<file path="src/rtl/sm4_key_exp.sv">
// SM4 key schedule: expands a 128-bit master key into 32 round keys, one per clock.
// Define SM4_KEY_ZEROIZE_EN to wipe key state and round keys whenever sm4_enable is low.
module sm4_key_exp (
  input  logic         clk,
  input  logic         rst,
  input  logic         sm4_enable,
  input  logic         key_exp_start,
  input  logic [127:0] key_in,
  output logic [31:0]  rk_00,
  output logic [31:0]  rk_01,
  output logic [31:0]  rk_02,
  output logic [31:0]  rk_03,
  output logic [31:0]  rk_04,
  output logic [31:0]  rk_05,
  output logic [31:0]  rk_06,
  output logic [31:0]  rk_07,
  output logic [31:0]  rk_08,
  output logic [31:0]  rk_09,
  output logic [31:0]  rk_10,
  output logic [31:0]  rk_11,
  output logic [31:0]  rk_12,
  output logic [31:0]  rk_13,
  output logic [31:0]  rk_14,
  output logic [31:0]  rk_15,
  output logic [31:0]  rk_16,
  output logic [31:0]  rk_17,
  output logic [31:0]  rk_18,
  output logic [31:0]  rk_19,
  output logic [31:0]  rk_20,
  output logic [31:0]  rk_21,
  output logic [31:0]  rk_22,
  output logic [31:0]  rk_23,
  output logic [31:0]  rk_24,
  output logic [31:0]  rk_25,
  output logic [31:0]  rk_26,
  output logic [31:0]  rk_27,
  output logic [31:0]  rk_28,
  output logic [31:0]  rk_29,
  output logic [31:0]  rk_30,
  output logic [31:0]  rk_31,
  output logic         key_busy,
  output logic         key_exp_out
);

  typedef enum logic [1:0] {
    StIdle   = 2'd0,
    StExpand = 2'd1,
    StDone   = 2'd2
  } state_e;

  localparam logic [0:255][7:0] Sbox = {
    128'hd690e9fecce13db716b614c228fb2c05, 128'h2b679a762abe04c3aa44132649860699,
    128'h9c4250f491ef987a33540b43edcfac62, 128'he4b31ca9c908e89580df94fa758f3fa6,
    128'h4707a7fcf37317ba83593c19e6854fa8, 128'h686b81b27164da8bf8eb0f4b70569d35,
    128'h1e240e5e6358d1a225227c3b01217887, 128'hd40046579fd327524c3602e7a0c4c89e,
    128'heabf8ad240c738b5a3f7f2cef96115a1, 128'he0ae5da49b341a55ad933230f58cb1e3,
    128'h1df6e22e8266ca60c02923ab0d534e6f, 128'hd5db3745defd8e2f03ff6a726d6c5b51,
    128'h8d1baf92bbddbc7f11d95c411f105ad8, 128'h0ac13188a5cd7bbd2d74d012b8e5b4b0,
    128'h8969974a0c96777e65b9f109c56ec684, 128'h18f07dec3adc4d2079ee5f3ed7cb3948
  };

  localparam logic [127:0] Fk = 128'hA3B1BAC6_56AA3350_677D9197_B27022DC;

  // CK byte j of round c is (4c+j)*7 mod 256; the 8-bit product wraps for free.
  function automatic logic [7:0] ck_byte(input logic [4:0] c, input logic [1:0] j);
    logic [7:0] idx;
    idx = {1'b0, c, j};
    return idx * 8'd7;
  endfunction

  state_e      state_q, state_d;
  logic [4:0]  cnt_q, cnt_d;
  logic [31:0] k_q [4];
  logic [31:0] rk_q [32];
  logic        key_load, round_en;

  logic [31:0] ck, t_in, t_sub, t_lin, k_next;

  always_comb begin
    ck     = {ck_byte(cnt_q, 2'd0), ck_byte(cnt_q, 2'd1), ck_byte(cnt_q, 2'd2),
              ck_byte(cnt_q, 2'd3)};
    t_in   = k_q[1] ^ k_q[2] ^ k_q[3] ^ ck;
    t_sub  = {Sbox[t_in[31:24]], Sbox[t_in[23:16]], Sbox[t_in[15:8]], Sbox[t_in[7:0]]};
    t_lin  = t_sub ^ {t_sub[18:0], t_sub[31:19]} ^ {t_sub[8:0], t_sub[31:9]};
    k_next = k_q[0] ^ t_lin;
  end

  always_comb begin
    state_d  = state_q;
    cnt_d    = cnt_q;
    key_load = 1'b0;
    round_en = 1'b0;
    if (!sm4_enable) begin
      state_d = StIdle;
    end else begin
      unique case (state_q)
        StIdle, StDone: begin
          if (key_exp_start) begin
            state_d  = StExpand;
            cnt_d    = 5'd0;
            key_load = 1'b1;
          end
        end
        StExpand: begin
          round_en = 1'b1;
          cnt_d    = cnt_q + 5'd1;
          if (cnt_q == 5'd31) state_d = StDone;
        end
        default: state_d = StIdle;
      endcase
    end
  end

  always_ff @(posedge clk) begin
    if (rst) begin
      state_q <= StIdle;
      cnt_q   <= 5'd0;
      k_q     <= '{default: '0};
      rk_q    <= '{default: '0};
    end else begin
      state_q <= state_d;
      cnt_q   <= cnt_d;
`ifdef SM4_KEY_ZEROIZE_EN
      if (!sm4_enable) begin
        k_q  <= '{default: '0};
        rk_q <= '{default: '0};
      end else
`endif
      if (key_load) begin
        k_q[0] <= key_in[127:96] ^ Fk[127:96];
        k_q[1] <= key_in[95:64]  ^ Fk[95:64];
        k_q[2] <= key_in[63:32]  ^ Fk[63:32];
        k_q[3] <= key_in[31:0]   ^ Fk[31:0];
      end else if (round_en) begin
        k_q[0]       <= k_q[1];
        k_q[1]       <= k_q[2];
        k_q[2]       <= k_q[3];
        k_q[3]       <= k_next;
        rk_q[cnt_q]  <= k_next;
      end
    end
  end

  assign key_busy    = (state_q == StExpand);
  assign key_exp_out = (state_q == StDone);

  assign rk_00 = rk_q[0];
  assign rk_01 = rk_q[1];
  assign rk_02 = rk_q[2];
  assign rk_03 = rk_q[3];
  assign rk_04 = rk_q[4];
  assign rk_05 = rk_q[5];
  assign rk_06 = rk_q[6];
  assign rk_07 = rk_q[7];
  assign rk_08 = rk_q[8];
  assign rk_09 = rk_q[9];
  assign rk_10 = rk_q[10];
  assign rk_11 = rk_q[11];
  assign rk_12 = rk_q[12];
  assign rk_13 = rk_q[13];
  assign rk_14 = rk_q[14];
  assign rk_15 = rk_q[15];
  assign rk_16 = rk_q[16];
  assign rk_17 = rk_q[17];
  assign rk_18 = rk_q[18];
  assign rk_19 = rk_q[19];
  assign rk_20 = rk_q[20];
  assign rk_21 = rk_q[21];
  assign rk_22 = rk_q[22];
  assign rk_23 = rk_q[23];
  assign rk_24 = rk_q[24];
  assign rk_25 = rk_q[25];
  assign rk_26 = rk_q[26];
  assign rk_27 = rk_q[27];
  assign rk_28 = rk_q[28];
  assign rk_29 = rk_q[29];
  assign rk_30 = rk_q[30];
  assign rk_31 = rk_q[31];

endmodule

</file>
<file path="config.mk">
export PLATFORM = sky130hd
export DESIGN_NAME = sm4_key_exp
export DESIGN_NICKNAME = d
export VERILOG_FILES = /design/src/rtl/sm4_key_exp.sv
export SDC_FILE = /design/constraint.sdc
export NUM_CORES = 2
export LEC_CHECK = 0
export BUFFER_PORTS_ARGS = -buffer_cell sky130_fd_sc_hd__buf_2
export CORE_AREA = 4 4 443 445
export DETAILED_ROUTE_END_ITERATION = 6
export DIE_AREA = 0 0 447 449
export PLACE_DENSITY_LB_ADDON = 0.08
export SLEW_MARGIN = 20
export SYNTH_ARGS = -nofsm -noshare
export SYNTH_HDL_FRONTEND = slang
export SYNTH_SLANG_ARGS = --single-unit
</file>
<file path="constraint.sdc">
create_clock -name clk -period 5.65 [get_ports clk]
set_input_delay 0.565 -clock clk [delete_from_list [all_inputs] [get_ports clk]]
set_output_delay 0.565 -clock clk [all_outputs]
set_load 0.05 [all_outputs]
</file>
==> impl_metrics.yaml <==
run_status:
  status: "finished with violations"
  violations: "design-rule violations"
timing:
  skew_ps: 49.30
  period_share_pct: 97.87
  drv_slew: 0
  fmax_ghz: 0.1808
  rsz0062_at_grt: "false"
  slew_headroom_pct: 15.33
  period_minus_slack_ps: 5530
  final_hold_viol_count: 0
  setup_viol: 0
  holdWs_ps: 63.42
  tightest_slew_ps: 1270
finish:
  final_common_cell: "nor2_1"
  final_cell_area_sq_mm: 0.07302
  nNetsFinal: 8418
  regMostFlops: "k_q"
  largest_reg_flops: 128
  drive_gt1_share_pct: 25.19
  layout_common_cells: "nor2_1 (1173), dfxtp_1 (1159), buf_2 (1156)"
  area_growth_pct: 30.53
  nFillCells: 20244
route:
  drtIter0Drc: 6752
  drt-pass1-iter-count: 7
  num_vias: 62683
  viasPerCell: 5.748
  ant_nets: 0
  wirelength_mm: 359.6
  drc: 1
  wl_per_cell_microns: 32.98
yosys:
  syn_nets: 7335
  synthFlopType: "dfxtp_1"
  synthCells: 7153
  synth.avg_cell_area_sq_um: 7.820
  synth_area_sq_mm: 0.05594
  synth_warnings: 0
  synthArstFlopShare_pct: 0
  ys_seq_area_share_pct: 41.48
  ys_seq_elements: 1159
  synth-edff-count: 0
  synth_cell_types: 83
power_and_ir_drop:
  cellPowerDensity_mw_per_mm2: 697.6
  power.leakage_nw: 29.73
  total_power_mw: 50.93
  irDropWorstVdd_uv: 1304
grt:
  first_global_vias: 59172
  gr-total-overflow: 0
  grt_usage_pct: 34.19
  grt_pass1_wl_mm: 495.6
  grt_max_degree: 204
  antenna_found_initial: 27
setup_path:
  cp-end-kind: "register"
  cp-startpoint: "cnt_q[1]"
  worstSetupPathType: "reg -> reg"
  worstPathRequired_ps: 6350
  critPathLaunchType: "register"
  worstPathArrival_ps: 6230
  crit-reg2reg-launch: "cnt_q[1]"
  cp_common_cell: "buf_4"
  slowest_delay_ps: 550
  crit_chain: "buf_4 > inv_1 > ha_1 > xnor2_4 > buf_4 > xnor2_2 > buf_12 > buf_4 > a21oi_1 > a211oi_1 > a311o_1 > a32oi_1 > buf_4 > xor2_1 > xnor2_2 > buf_12 > buf_4 > nor2_1 > nor3_1"
  crit_fanout: 41
  critPathSlowestCell: "a21oi_1"
placed_design:
  placed_cell_area_sq_mm: 0.06776
  gp_congestion: 0.9888
  port_buffers: 1157
  hpwl_mm: 259.7
clocking:
  insertion_delay_ps: 810
  numClockSinks: 1159
  cts_tree: "done"
  clock_path_buffers: 3
  cts_root_buf: "clkbuf_16"
  cts.clk_slew.worst_paths_ps: 60
  htreeDepth: 4
  cts_buffers: 137
hold_path:
  min_from: "key_in[65]"
  hold_path.class: "in -> reg"
floorplanning:
  start_util_pct: 29.11
  die_y_microns: 449
  num_rows: 161
  die_x_microns: 447
  dieArea_sq_mm: 0.2007
  io_pins: 1158
  fp.coreArea_sq_mm: 0.1922
flow_run:
  maxCapViolations: 0
==> synthesized netlist by cell type (59+ instances only) <==
cell type	instances	area share (%)
nor2_1	1208	8.1
dfxtp_1	1159	41
nand2_1	679	4.6
clkbuf_1	575	3.9
o21ai_0	520	4.7
a21oi_1	432	3.9
nor3_1	411	3.7
nand3b_1	325	4.4
a211oi_1	287	3.9
nand3_1	141	1.3
xnor2_1	121	1.9
buf_2	120	1.1
a22oi_1	92	1.2
a221oi_1	88	1.4
a31oi_1	74	0.83
o211ai_1	60	0.81
buf_1	59	0.40
==> stage by stage <==
stage / std cells / setup WS [ps] / setup TNS, ps / utilization [%]
2_1_floorplan: 7153 / 679.7 / 0 / -
3_3_place_gp: 10594 / -197.3 / -7723 / 35.22
3_5_place_dp: 10596 / -217.6 / -8592 / 35.26
4_1_cts: 10856 / 42.10 / 0 / 37.81
5_1_grt: 10900 / 14.84 / 0 / 37.99
6_report: 10905 / 120.4 / 0 / 38.00
==> cell type report <==
class                      count  area [sq um]  area share, %
clock buffer                 206          4130          5.656
clock inverter                43         599.3         0.8208
timing repair buffer        1702         11100          15.20
antenna                       33         82.58         0.1131
sequential                  1159         23200          31.78
inverter                      25         93.84         0.1285
tap                         2526          3161          4.328
multi-input combinational   5211         30650          41.98
==> worst paths after layout <==
path                             endpoint  slack, ps  cells past startpoint
worst max register to register  rk_25[28]        120                     19
worst min-delay path              k_q[65]         60                      3
worst max-delay path            rk_25[28]        120                     19
worst min register to register  rk_29[25]        450                      2
==> power by group <==
part           switching (mW)  internal, mW  leakage, nW  total [mW]
combinational            23.5          9.69         18.1        33.2
clock                    3.93          5.39         2.32        9.33
sequential              0.110          8.28         9.35        8.39
total                    27.6          23.4         29.7        50.9
==> layer usage <==
layer	global-route usage [%]	wire length (microns)
met1	43.44	146900
met5	0	16
met4	14.38	17270
met3	7.905	29890
met2	55.47	165600
==> what timing repair did <==
action | CTS | global route
endpoints found under the hold margin | 11 | 0
resized for setup | 8 | 14
hold buffers | 11 | 0
pin swaps | 0 | 7
buffers inserted | 0 | 15
endpoints found under the setup margin | 138 | 573
==> worst max-delay path: cells and delay by family, from the launching register on <==
kind                     cells  cell delay [ps]
buffers and inverters        8             1650
AO/OA/AOI/OAI                4             1640
XOR/XNOR                     4              890
flip-flops                   1              500
adder cells (fa/ha/maj)      1              400
AND/OR/NAND/NOR              2              240
==> cells by family after synthesis <==
kind of cell	share of synthesized area, %
buffers and inverters	5.549
muxes	0.4607
adders and majority gates	1.230
xor gates and xnor gates	4.055
AOI/OAI and AO/OA	22.98
and+or+nand+nor	24.25
DFF	41.48
Note: power is estimated with default switching activity, not from simulation.
